--- config.mk ---
export PLATFORM = sky130hd
export DESIGN_NAME = instr_fetch_seq_flat
export DESIGN_NICKNAME = d
export VERILOG_FILES = /design/src/rtl/autoencoder_isa_pkg.sv /design/src/rtl/instr_fetch_seq_if.sv /design/src/rtl/instr_field_decode.sv /design/src/rtl/instr_fetch_seq.sv /design/src/flat_wrapper.sv
export SDC_FILE = /design/constraint.sdc
export NUM_CORES = 1
export LEC_CHECK = 0
export CAP_MARGIN = 20
export CELL_PAD_IN_SITES_DETAIL_PLACEMENT = 1
export CELL_PAD_IN_SITES_GLOBAL_PLACEMENT = 1
export CORE_MARGIN = 2
export CORE_UTILIZATION = 31
export DETAILED_ROUTE_END_ITERATION = 8
export PLACE_DENSITY_LB_ADDON = 0.1
export SYNTH_ARGS = -nofsm -noshare
export SYNTH_HDL_FRONTEND = slang
export SYNTH_HIERARCHICAL = 1
export SYNTH_SLANG_ARGS = --single-unit
--- constraint.sdc ---
create_clock -name clk -period 2.37 [get_ports clk]
set_clock_uncertainty 0.1 [all_clocks]
set_input_delay 0.474 -clock clk [delete_from_list [all_inputs] [get_ports clk]]
set_output_delay 0.474 -clock clk [all_outputs]
set_load 0.01 [all_outputs]
--- src/rtl/autoencoder_isa_pkg.sv ---
// Shared ISA constants and fetch-sequencer state encoding for the autoencoder control path.
// Imported by the instruction fetch sequencer, its decoder and its bus interface.
`default_nettype none

package autoencoder_isa_pkg;

    localparam int OPCODE_WIDTH = 4;

    localparam logic [OPCODE_WIDTH-1:0] OP_NOP  = 4'h0;
    localparam logic [OPCODE_WIDTH-1:0] OP_JMP  = 4'hE;
    localparam logic [OPCODE_WIDTH-1:0] OP_HALT = 4'hF;

    typedef enum logic [2:0] {
        ST_IDLE  = 3'd0,
        ST_WAIT  = 3'd1,
        ST_LATCH = 3'd2,
        ST_ISSUE = 3'd3,
        ST_DONE  = 3'd4
    } fetch_state_t;

endpackage

`default_nettype wire

--- src/rtl/instr_fetch_seq_if.sv ---
// Bus bundle of the fetch sequencer: program control, instruction-memory port and issue stream.
// master = sequencer side, slave = memory/consumer/controller side.
`default_nettype none

interface instr_fetch_seq_if
    import autoencoder_isa_pkg::*;
#(
    parameter int DATA_WIDTH = 16,
    parameter int PC_WIDTH   = 5
);

    logic                                start;
    logic [PC_WIDTH-1:0]                 counter;
    logic [DATA_WIDTH-1:0]               instructCode;
    logic                                instr_valid;
    logic                                instr_ready;
    logic [OPCODE_WIDTH-1:0]             opcode;
    logic [DATA_WIDTH-OPCODE_WIDTH-1:0]  operand;
    logic                                busy;
    logic                                done;
    logic                                overrun;

    modport master (
        input  start, instructCode, instr_ready,
        output counter, instr_valid, opcode, operand, busy, done, overrun
    );

    modport slave (
        output start, instructCode, instr_ready,
        input  counter, instr_valid, opcode, operand, busy, done, overrun
    );

endinterface

`default_nettype wire

--- src/rtl/instr_field_decode.sv ---
// Combinational split of an instruction word into opcode (top bits) and operand (remaining bits).
`default_nettype none

module instr_field_decode
    import autoencoder_isa_pkg::*;
#(
    parameter int DATA_WIDTH = 16
) (
    input  logic [DATA_WIDTH-1:0]              instr_code,
    output logic [OPCODE_WIDTH-1:0]            opcode,
    output logic [DATA_WIDTH-OPCODE_WIDTH-1:0] operand
);

    assign opcode  = instr_code[DATA_WIDTH-1 -: OPCODE_WIDTH];
    assign operand = instr_code[DATA_WIDTH-OPCODE_WIDTH-1:0];

endmodule

`default_nettype wire

--- src/rtl/instr_fetch_seq.sv ---
// Instruction fetch sequencer: walks the instruction memory and issues decoded words on a valid/ready
// stream; ends on HALT or address overrun. Define INSTR_JUMP_EN to enable OP_JMP as an absolute jump.
`default_nettype none

module instr_fetch_seq
    import autoencoder_isa_pkg::*;
#(
    parameter int DATA_WIDTH = 16,
    parameter int PC_WIDTH   = 5,
    parameter int DEPTH      = 32
) (
    input  logic              clk,
    input  logic              rst_n,
    instr_fetch_seq_if.master bus
);

    localparam int                  OPERAND_WIDTH = DATA_WIDTH - OPCODE_WIDTH;
    localparam logic [PC_WIDTH-1:0] LAST_ADDR     = PC_WIDTH'(DEPTH - 1);

    fetch_state_t              state;
    fetch_state_t              state_next;
    logic [OPCODE_WIDTH-1:0]   dec_opcode;
    logic [OPERAND_WIDTH-1:0]  dec_operand;
    logic                      handshake;
    logic                      is_halt;
    logic                      is_jump;
    logic                      at_last;
    logic [PC_WIDTH-1:0]       jump_target;

    instr_field_decode #(
        .DATA_WIDTH (DATA_WIDTH)
    ) u_decode (
        .instr_code (bus.instructCode),
        .opcode     (dec_opcode),
        .operand    (dec_operand)
    );

    assign handshake = (state == ST_ISSUE) && bus.instr_ready;
    assign is_halt   = (bus.opcode == OP_HALT);
    assign at_last   = (bus.counter == LAST_ADDR);

`ifdef INSTR_JUMP_EN
    // Targets beyond the last word clamp to it rather than wrapping.
    assign is_jump     = (bus.opcode == OP_JMP);
    assign jump_target = (32'(bus.operand[PC_WIDTH-1:0]) >= 32'(DEPTH)) ? LAST_ADDR
                                                                        : bus.operand[PC_WIDTH-1:0];
`else
    assign is_jump     = 1'b0;
    assign jump_target = '0;
`endif

    always_ff @(posedge clk) begin
        if (!rst_n) begin
            state <= ST_IDLE;
        end else begin
            state <= state_next;
        end
    end

    always_comb begin
        state_next = state;
        case (state)
            ST_IDLE:  if (bus.start) state_next = ST_WAIT;
            ST_WAIT:  state_next = ST_LATCH;
            ST_LATCH: state_next = ST_ISSUE;
            ST_ISSUE: begin
                if (handshake) begin
                    if (is_halt)      state_next = ST_DONE;
                    else if (is_jump) state_next = ST_WAIT;
                    else if (at_last) state_next = ST_DONE;
                    else              state_next = ST_WAIT;
                end
            end
            ST_DONE:  state_next = ST_IDLE;
            default:  state_next = ST_IDLE;
        endcase
    end

    always_comb begin
        bus.busy        = (state == ST_WAIT) || (state == ST_LATCH) || (state == ST_ISSUE);
        bus.instr_valid = (state == ST_ISSUE);
        bus.done        = (state == ST_DONE);
    end

    // The memory word is registered one cycle after counter settles, so it is captured in LATCH.
    always_ff @(posedge clk) begin
        if (!rst_n) begin
            bus.counter <= '0;
            bus.opcode  <= '0;
            bus.operand <= '0;
            bus.overrun <= 1'b0;
        end else begin
            case (state)
                ST_IDLE: begin
                    if (bus.start) begin
                        bus.counter <= '0;
                        bus.overrun <= 1'b0;
                    end
                end
                ST_LATCH: begin
                    bus.opcode  <= dec_opcode;
                    bus.operand <= dec_operand;
                end
                ST_ISSUE: begin
                    if (handshake && !is_halt) begin
                        if (is_jump)      bus.counter <= jump_target;
                        else if (at_last) bus.overrun <= 1'b1;
                        else              bus.counter <= bus.counter + 1'b1;
                    end
                end
                default: ;
            endcase
        end
    end

endmodule

`default_nettype wire
--- src/flat_wrapper.sv ---
// flat-port wrapper written by rule: the top's interface ports become plain ports
module instr_fetch_seq_flat import autoencoder_isa_pkg::*;
#(
    parameter int DATA_WIDTH = 16,
    parameter int PC_WIDTH   = 5,
    parameter int DEPTH      = 32
)
  (clk, rst_n, bus_start, bus_instructCode, bus_instr_ready, bus_counter, bus_instr_valid, bus_opcode, bus_operand, bus_busy, bus_done, bus_overrun);
  instr_fetch_seq_if #(.DATA_WIDTH(DATA_WIDTH), .PC_WIDTH(PC_WIDTH)) bus_i ();
  input  logic clk;
  input  logic rst_n;
  input wire logic [$bits(bus_i.start)-1:0] bus_start;
  input wire logic [$bits(bus_i.instructCode)-1:0] bus_instructCode;
  input wire logic [$bits(bus_i.instr_ready)-1:0] bus_instr_ready;
  output wire logic [$bits(bus_i.counter)-1:0] bus_counter;
  output wire logic [$bits(bus_i.instr_valid)-1:0] bus_instr_valid;
  output wire logic [$bits(bus_i.opcode)-1:0] bus_opcode;
  output wire logic [$bits(bus_i.operand)-1:0] bus_operand;
  output wire logic [$bits(bus_i.busy)-1:0] bus_busy;
  output wire logic [$bits(bus_i.done)-1:0] bus_done;
  output wire logic [$bits(bus_i.overrun)-1:0] bus_overrun;
  assign bus_i.start = bus_start;
  assign bus_i.instructCode = bus_instructCode;
  assign bus_i.instr_ready = bus_instr_ready;
  assign bus_counter = bus_i.counter;
  assign bus_instr_valid = bus_i.instr_valid;
  assign bus_opcode = bus_i.opcode;
  assign bus_operand = bus_i.operand;
  assign bus_busy = bus_i.busy;
  assign bus_done = bus_i.done;
  assign bus_overrun = bus_i.overrun;
  instr_fetch_seq #(.DATA_WIDTH(DATA_WIDTH), .PC_WIDTH(PC_WIDTH), .DEPTH(DEPTH)) u_core (.clk(clk), .rst_n(rst_n), .bus(bus_i));
endmodule
==> impl_summary.txt, run 1 <==
----------------------------------------------------
[Status]
  Result of the run ... finished clean

[Setup path]
  Maximum fanout encountered on the critical timing path ... 7
  Required time of the critical path ... roughly 1.8 ns
  Cell type of the slowest stage on the worst timing path ... sky130_fd_sc_hd__clkdlybuf4s50_1
  Register-to-register path setup slack ... approximately 0.56 ns
  Buffering stage count on the worst path with inverters included ... 1
  Worst setup path category ... flip-flop to primary output
  Crit-path max cell delay ... around 0.53 ns
  CP Cell Sequence ... nor2_1 > and2_1 > clkdlybuf4s50_1
  Arr. time, crit path ... roughly 1.5 ns
  Cell family with most CP delay ... buffers and inverters
  CP Launch Type ... flip-flop
  CP endpoint kind ... primary output

[Logic synthesis]
  Post-synthesis sequential area ratio ... between 40% and 50%
  Cell taking the most area after synthesis ... sky130_fd_sc_hd__dfxtp_1
  Post-synth top area share ... about two fifths
  Post-synth ARST share ... 0%
  Ranking of synthesized cells by area ... sky130_fd_sc_hd__dfxtp_1, sky130_fd_sc_hd__nand2_1, sky130_fd_sc_hd__buf_4
  Synthesized netlist net count ... between 150 and 200
  Commonest cells in the synthesized netlist ... sky130_fd_sc_hd__nand2_1, sky130_fd_sc_hd__dfxtp_1, sky130_fd_sc_hd__buf_4, sky130_fd_sc_hd__a21boi_0, sky130_fd_sc_hd__nand3_1
  Distinct cell type count after synthesis ... 30
  Syn Inst Count ... between 100 and 150
  Mean instance size in the synthesized netlist ... between 8 and 9 um2
  Yosys warning count ... 6
  Most instantiated library cell after synthesis ... sky130_fd_sc_hd__nand2_1
  Number of synthesized flops with an enable pin ... 0
  Netlist area before placement ... about 1200 um2
  Count of state elements after synthesis ... 25
  Top FF cell, synth ... sky130_fd_sc_hd__dfxtp_1

[Route]
  Detailed-route via count ... between 1000 and 1500
  ANT nets after route ... 0
  Initial DRT Pass Iterations ... 2
  Via density ... 4.67
  Initial DRC Count ... 34
  DRC Markers ... 0
  Routed len/inst ... roughly 13 um
  Final Routed Wirelength ... about 2900 um

[Clock network]
  Number of buffers inserted by hold repair at cts ... 0
  Latest clock arrival within the worst-skew pair ... 0.27 ns
  Buffer cell driving the clock tree root ... sky130_fd_sc_hd__clkbuf_8
  Clock Sinks ... 25
  H-tree Lvls ... 1
  Post-CTS Resized ... 0
  Maximum clock path buffer count ... 2
  Inserted Clock Buffers ... 3
  Clock slew at reported path FFs ... 0.09 ns
  # Post-CTS Setup Buffers ... 0
  CTS tree ... done

[Placement]
  Weighted congestion at the end of routability-driven global placement ... between 0.6 and 0.7
  Port buffer count ... between 40 and 50
  Post-DP HPWL ... approximately 2100 um

[Floorplan]
  Std-Cell Rows ... 22
  Die height ... around 66 um
  Die boundary width ... about 66 um
  Placeable Area ... 3690 um2
  Initial Utilization ... about a third
  Ports placed on the boundary ... 45
  Die footprint ... 4370 um2

[Timing]
  Final setup violating endpoints ... 0
  Max Freq ... 0.479 GHz
  Post-route minimum period ... between 2 and 2.5 ns
  Final period util ... between 80% and 90%
  Slew at the pin closest to its max-slew limit ... 0.642 ns
  Final Max Tran Viols ... 0
  Setup repair after global routing missed its margin ... no
  Setup TNS Final ... 0 ns
  Hold Vio Cnt, Final ... 0
  Max transition margin ... between 50% and 60%

[Power]
  Final Power ... between 0.8 and 0.9 mW
  Power density of the placed cells ... 542 nW/um2
  Standby leakage power ... between 0.6 and 0.7 nW
  Worst ir drop on vdd ... around 0.2 mV

[Global route]
  Number of antenna violations at the first check in global routing ... 0
  Global-route met2 utilization ... around a quarter
  Largest net degree at the start of global routing ... 18
  GRT Total Usage ... between 10% and 20%
  M1 GR Usage ... 17.1%
  Most heavily used metal layer in global routing ... met2
  Overflow after GRT ... 0
  First-pass GRT wire length ... 4750 um
  Via count of the first global-routing pass ... ~1000
  Met3 routing resource usage after global routing ... roughly 2.7%

[Cells and area]
  Area overhead of the layout relative to synthesis ... 35.0%
  Share of layout cells above drive strength 1 ... between 6 and 7%
  Number of diodes ... 0
  Nets ... 192

[Flow run]
  Max Cap Violations ... 0

[Hold path]
  Hold Path Class ... flip-flop to flip-flop

----------------------------------------------------
## worst min-delay path, delay by kind of cell (launching register included)
family	cells	cell delay, ns
AO/OA/AOI/OAI	1	0.05
flip-flops	1	0.32
AND/OR/NAND/NOR	1	0.05
## logic make-up after synthesis
group	count (synthesis)	share of synthesized area (%)
AO/OA/AOI/OAI	22	14.0
adder cells (fa/ha/maj)	2	2.09
buffers and inverters	24	13.5
flip-flops	25	41.9
multiplexers	4	3.35
AND/OR/NAND/NOR	63	25.1
## where the power goes
| group | switching, mW | internal, mW | total, mW |
|---|---|---|---|
| sequential | 0.0180 | 0.441 | 0.459 |
| combinational | 0.0707 | 0.0903 | 0.161 |
| clock | 0.133 | 0.120 | 0.253 |
| total | 0.222 | 0.652 | 0.874 |
## cell usage in the layout, fill, tap and decap left out
master                            count
sky130_fd_sc_hd__inv_1                1
sky130_fd_sc_hd__or3b_2               1
sky130_fd_sc_hd__or4b_1               1
sky130_fd_sc_hd__a21boi_1             6
sky130_fd_sc_hd__nand3_1              7
sky130_fd_sc_hd__nand2_1             37
sky130_fd_sc_hd__mux2i_1              4
sky130_fd_sc_hd__nor4_1               1
sky130_fd_sc_hd__clkdlybuf4s50_1     44
sky130_fd_sc_hd__nand4_1              1
sky130_fd_sc_hd__a31oi_1              1
sky130_fd_sc_hd__nor3_1               1
sky130_fd_sc_hd__a21boi_0            10
sky130_fd_sc_hd__clkbuf_1             1
sky130_fd_sc_hd__and2_1               1
sky130_fd_sc_hd__a41oi_1              1
sky130_fd_sc_hd__and3_1               2
sky130_fd_sc_hd__nor3b_2              1
sky130_fd_sc_hd__and4b_1              1
sky130_fd_sc_hd__dfxtp_1             25
sky130_fd_sc_hd__o21bai_1             1
sky130_fd_sc_hd__buf_4                4
sky130_fd_sc_hd__a21oi_1              1
sky130_fd_sc_hd__nor2_1               5
sky130_fd_sc_hd__clkbuf_8             3
sky130_fd_sc_hd__and3_4               1
sky130_fd_sc_hd__o21ai_0              1
sky130_fd_sc_hd__nand2b_1             3
sky130_fd_sc_hd__o2bb2ai_2            1
sky130_fd_sc_hd__ha_1                 2
## layout make-up
type	instances	area (um2)
repair buffers	48	470
clock buffers	4	45.0
fillers	442	2080
inverters	1	3.75
multi-input cells	91	533
flip-flops and latches	25	500
well taps	48	60.1
## metal layers
metal | routed length, um | vias up
li1 | - | 509
met4 | 48 | 0
met2 | 1450 | 24
met5 | 0 | -
met1 | 1240 | 477
met3 | 118 | 4
## sequential cells by signal, indices dropped and copies added (netlist names)
signal and cells:
u_core/bus.opcode 4, u_core/bus.counter 5, u_core/bus.overrun 1, u_core/state 3, u_core/bus.operand 12
## worst paths after layout
path                                             from               endpoint  depth (start not counted)
worst max-delay path                  u_core/state[0]               bus_done                          3
worst min-delay path            u_core/bus.operand[4]  u_core/bus.operand[4]                          2
worst max register to register  u_core/bus.counter[0]  u_core/bus.counter[4]                          7
worst min register to register  u_core/bus.operand[4]  u_core/bus.operand[4]                          2
## per-stage QoR
step,setup slack [ns],util [%],cells,hold slack (ns),area [um2]
2_1_floorplan,0.564,-,140,0.379,1190
3_3_place_gp,0.308,42.5,213,0.341,1570
3_5_place_dp,0.294,42.5,213,0.350,1570
4_1_cts,0.272,43.7,217,0.362,1610
5_1_grt,0.166,43.7,217,0.395,1610
6_report,0.283,43.7,217,0.357,1610
No activity file was read; power rests on OpenSTA's default activity.
==> run 2: changes to the inputs <==
--- a/config.mk
+++ b/config.mk
@@ -5,6 +5,7 @@
 export SDC_FILE = /design/constraint.sdc
 export NUM_CORES = 1
 export LEC_CHECK = 0
+export ABC_AREA = 1
 export CAP_MARGIN = 20
 export CELL_PAD_IN_SITES_DETAIL_PLACEMENT = 1
 export CELL_PAD_IN_SITES_GLOBAL_PLACEMENT = 1
==> run 2 against run 1 <==
Effect of this change:
- die area up 5.5%
- non-clock buffer count down 3
- first-iteration DRC count up 5.9%
- utilization down 1.6 points
==> impl_summary.txt, run 2 <==
----------------------------------------------------
[Timing]
  Setup TNS Final ... 0 ns (unchanged)
  Setup repair after global routing missed its margin ... no
  Final period util ... 90.3% (+2.2 points)
  Hold Vio Cnt, Final ... 0 (unchanged)
  Slew at the pin closest to its max-slew limit ... 0.570 ns (-0.0715 ns)
  Max Freq ... 0.467 GHz (-2.4%)
  Final setup violating endpoints ... 0 (unchanged)
  Max transition margin ... 61.9% (+4.9 points)
  Post-route minimum period ... 2.14 ns (+0.0520 ns)
  Final Max Tran Viols ... 0 (unchanged)

[Logic synthesis]
  Post-synth ARST share ... 0% (unchanged)
  Number of synthesized flops with an enable pin ... 0 (unchanged)
  Cell taking the most area after synthesis ... sky130_fd_sc_hd__dfxtp_1
  Distinct cell type count after synthesis ... 25 (-17%)
  Top FF cell, synth ... sky130_fd_sc_hd__dfxtp_1
  Synthesized netlist net count ... 191 (+18%)
  Count of state elements after synthesis ... 25 (unchanged)
  Post-synthesis sequential area ratio ... 39.6% (-2.3 points)
  Post-synth top area share ... 39.6% (-2.3 points)
  Netlist area before placement ... 1260 um2 (+5.9%)
  Commonest cells in the synthesized netlist ... sky130_fd_sc_hd__dfxtp_1, sky130_fd_sc_hd__inv_1, sky130_fd_sc_hd__a21oi_1, sky130_fd_sc_hd__nand2_1
  Syn Inst Count ... 169 (+21%)
  Ranking of synthesized cells by area ... sky130_fd_sc_hd__dfxtp_1, sky130_fd_sc_hd__buf_4, sky130_fd_sc_hd__a21oi_1
  Mean instance size in the synthesized netlist ... 7.48 um2 (-12%)
  Yosys warning count ... 6 (unchanged)

[Global route]
  GRT Total Usage ... 13.9% (-0.81 points)
  Overflow after GRT ... 0 (unchanged)
  Via count of the first global-routing pass ... 1147 (+12%)
  Number of antenna violations at the first check in global routing ... 0 (unchanged)
  Largest net degree at the start of global routing ... 34 (+16)
  First-pass GRT wire length ... 4860 um (+2.5%)

[Route]
  Initial DRT Pass Iterations ... 4 (+2)
  Initial DRC Count ... 36 (+5.9%)
  Final Routed Wirelength ... 2930 um (+2.6%)
  ANT nets after route ... 0 (unchanged)
  Routed len/inst ... 11.9 um (-9.9%)
  Detailed-route via count ... 1113 (+9.8%)
  DRC Markers ... 0 (unchanged)
  Via density ... 4.51 (-3.6%)

[Setup path]
  CP Launch Type ... flip-flop
  CP endpoint kind ... primary output
  Worst setup path category ... flip-flop to primary output
  Maximum fanout encountered on the critical timing path ... 7 (unchanged)
  Required time of the critical path ... 1.80 ns (about the same)
  Arr. time, crit path ... 1.57 ns (+0.06 ns)

[Cells and area]
  Number of diodes ... 0 (unchanged)
  Most common cell after layout, fill and taps aside ... sky130_fd_sc_hd__clkdlybuf4s50_1
  Register with the most flip-flops ... u_core/bus.operand
  Area of the multi-input gates ... 507 um2 (-4.9%)
  Area overhead of the layout relative to synthesis ... 32.2%
  Max reg flops ... 12 (unchanged)
  Top library cells by usage in the layout, fill and taps aside ... sky130_fd_sc_hd__clkdlybuf4s50_1, sky130_fd_sc_hd__inv_1, sky130_fd_sc_hd__dfxtp_1
  Top flop regs ... u_core/bus.operand: 12 flops, u_core/bus.counter: 5 flops, u_core/bus.opcode: 4 flops
  Nets ... 220 (+15%)
  Share of layout cells above drive strength 1 ... 8.12% (+1.6 points)
  Filler-free cell count of the finished design ... 247 (+14%)
  Fill count ... 491 (+11%)
  Sequential standard cell area ... 500 um2 (unchanged)

[Floorplan]
  Std-Cell Rows ... 23 (+4.5%)
  Die footprint ... 4610 um2 (+5.5%)
  Placeable Area ... 3970 um2 (+7.7%)
  Initial Utilization ... 31.9% (-0.54 points)
  Die height ... 67.9 um (+2.7%)
  Die boundary width ... 67.9 um (+2.7%)
  Ports placed on the boundary ... 45 (unchanged)

[Power]
  Net Sw Frac ... 30.7% (+5.3 points)
  Flop pwr share ... 46.9% (-5.7 points)
  Standby leakage power ... 0.630 nW (+3.0%)
  Internal power contribution ... 0.745 mW (+14%)
  Switch Pwr ... 0.330 mW (+49%)
  Worst ir drop on vdd ... 0.231 mV (+16%)
  Power density of the placed cells ... 643 nW/um2 (+19%)
  Final Power ... 1.08 mW (+23%)
  Fraction of power consumed by combinational cells ... 28.2% (+9.8 points)
  Clock share of power ... 24.9% (-4.1 points)

[Clock network]
  Clock slew at reported path FFs ... 0.10 ns (about the same)
  Maximum clock path buffer count ... 2 (unchanged)
  Number of buffers inserted by hold repair at cts ... 0 (unchanged)
  Post-CTS Resized ... 0 (unchanged)
  Buffer cell driving the clock tree root ... sky130_fd_sc_hd__clkbuf_8
  # Post-CTS Setup Buffers ... 0 (unchanged)
  H-tree Lvls ... 1 (unchanged)
  Clock Sinks ... 25 (unchanged)
  Latest clock arrival within the worst-skew pair ... 0.28 ns (about the same)
  Inserted Clock Buffers ... 3 (unchanged)
  CTS tree ... done

[Placement]
  Placed Instances ... 243 (+14%)
  Port buffer count ... 44 (unchanged)
  Post-DP HPWL ... 2320 um (+8.4%)
  Weighted congestion at the end of routability-driven global placement ... 0.769 (+10%)

[Flow run]
  Max Cap Violations ... 0 (unchanged)

[Status]
  Result of the run ... finished clean

[Hold path]
  Hold Path Class ... flip-flop to flip-flop

----------------------------------------------------
[run 2: cell count changes after synthesis, moves of 3 or more]
cell                       delta
sky130_fd_sc_hd__a21oi_1     +20
sky130_fd_sc_hd__nor2_1      +11
sky130_fd_sc_hd__nand2_1     -17
sky130_fd_sc_hd__a21boi_0    -10
sky130_fd_sc_hd__nand3_1      -4
sky130_fd_sc_hd__mux2i_1      -4
sky130_fd_sc_hd__o21ai_0     +10
sky130_fd_sc_hd__nand2_4      +3
sky130_fd_sc_hd__a21boi_1     -6
sky130_fd_sc_hd__nand2b_1     -3
sky130_fd_sc_hd__o21ai_1      +7
sky130_fd_sc_hd__inv_1       +24
[run 2: worst max-delay path: stages, from the launching register on]
cell and delay [ns]:
sky130_fd_sc_hd__dfxtp_1 0.49, sky130_fd_sc_hd__nand3_4 0.17, sky130_fd_sc_hd__clkinv_4 0.10, sky130_fd_sc_hd__clkdlybuf4s50_1 0.53
[run 2: worst paths after layout]
kind                                            start                    end  slack [ns]  cells after the start
worst min-delay path            u_core/bus.operand[6]  u_core/bus.operand[6]        0.35                      2
worst max-delay path                  u_core/state[1]        bus_instr_valid        0.23                      3
worst max register to register  u_core/bus.counter[0]  u_core/bus.counter[1]        0.66                     11
worst min register to register  u_core/bus.operand[6]  u_core/bus.operand[6]        0.35                      2
[run 2: cell type report]
type	instances	area share [%]
multi-input cells	96	30.3
clock buffers	3	2.47
well taps	50	3.74
clock inverters	1	0.449
repair buffers	45	26.8
inverters	27	6.36
flip-flops and latches	25	29.9
[run 2: kinds of logic (layout without fill, tap and decap cells)]
group | after synthesis | after routing | synth area share [%]
AOI/OAI and AO/OA | 40 | 40 | 15.9
and+or+nand+nor | 54 | 54 | 22.2
adders and majority gates | 2 | 2 | 1.98
DFF | 25 | 25 | 39.6
buffers and inverters | 48 | 76 | 20.4
[run 2: routing by layer]
layer,track usage [%],vias to the layer above,routed length (um),part of all wire [%]
met5,0,-,0,0
met4,4.50,0,36,1.2
met3,4.44,4,182,6.2
met1,15.6,511,1230,42
met2,25.0,25,1480,50
li1,-,573,-,-
[run 2: through the flow]
step / hold slack, ns / util, % / setup WS, ns / instance area (um2)
floorplan: 0.367 / - / 0.833 / 1260
global placement: 0.331 / 40.9 / 0.549 / 1620
detailed placement: 0.335 / 40.9 / 0.465 / 1620
CTS: 0.351 / 42.1 / 0.216 / 1670
global route: 0.377 / 42.1 / 0.143 / 1670
finish: 0.346 / 42.1 / 0.231 / 1670
[run 2: power groups by stage]
stage	sequential, mW	clock, mW	combinational, mW
final	0.504	0.268	0.303
after global routing	0.512	0.294	0.340
after CTS	0.506	0.283	0.309
after detailed placement	0.516	0	0.308
after global placement	0.512	0	0.298
after floorplan	0.530	0	0.156
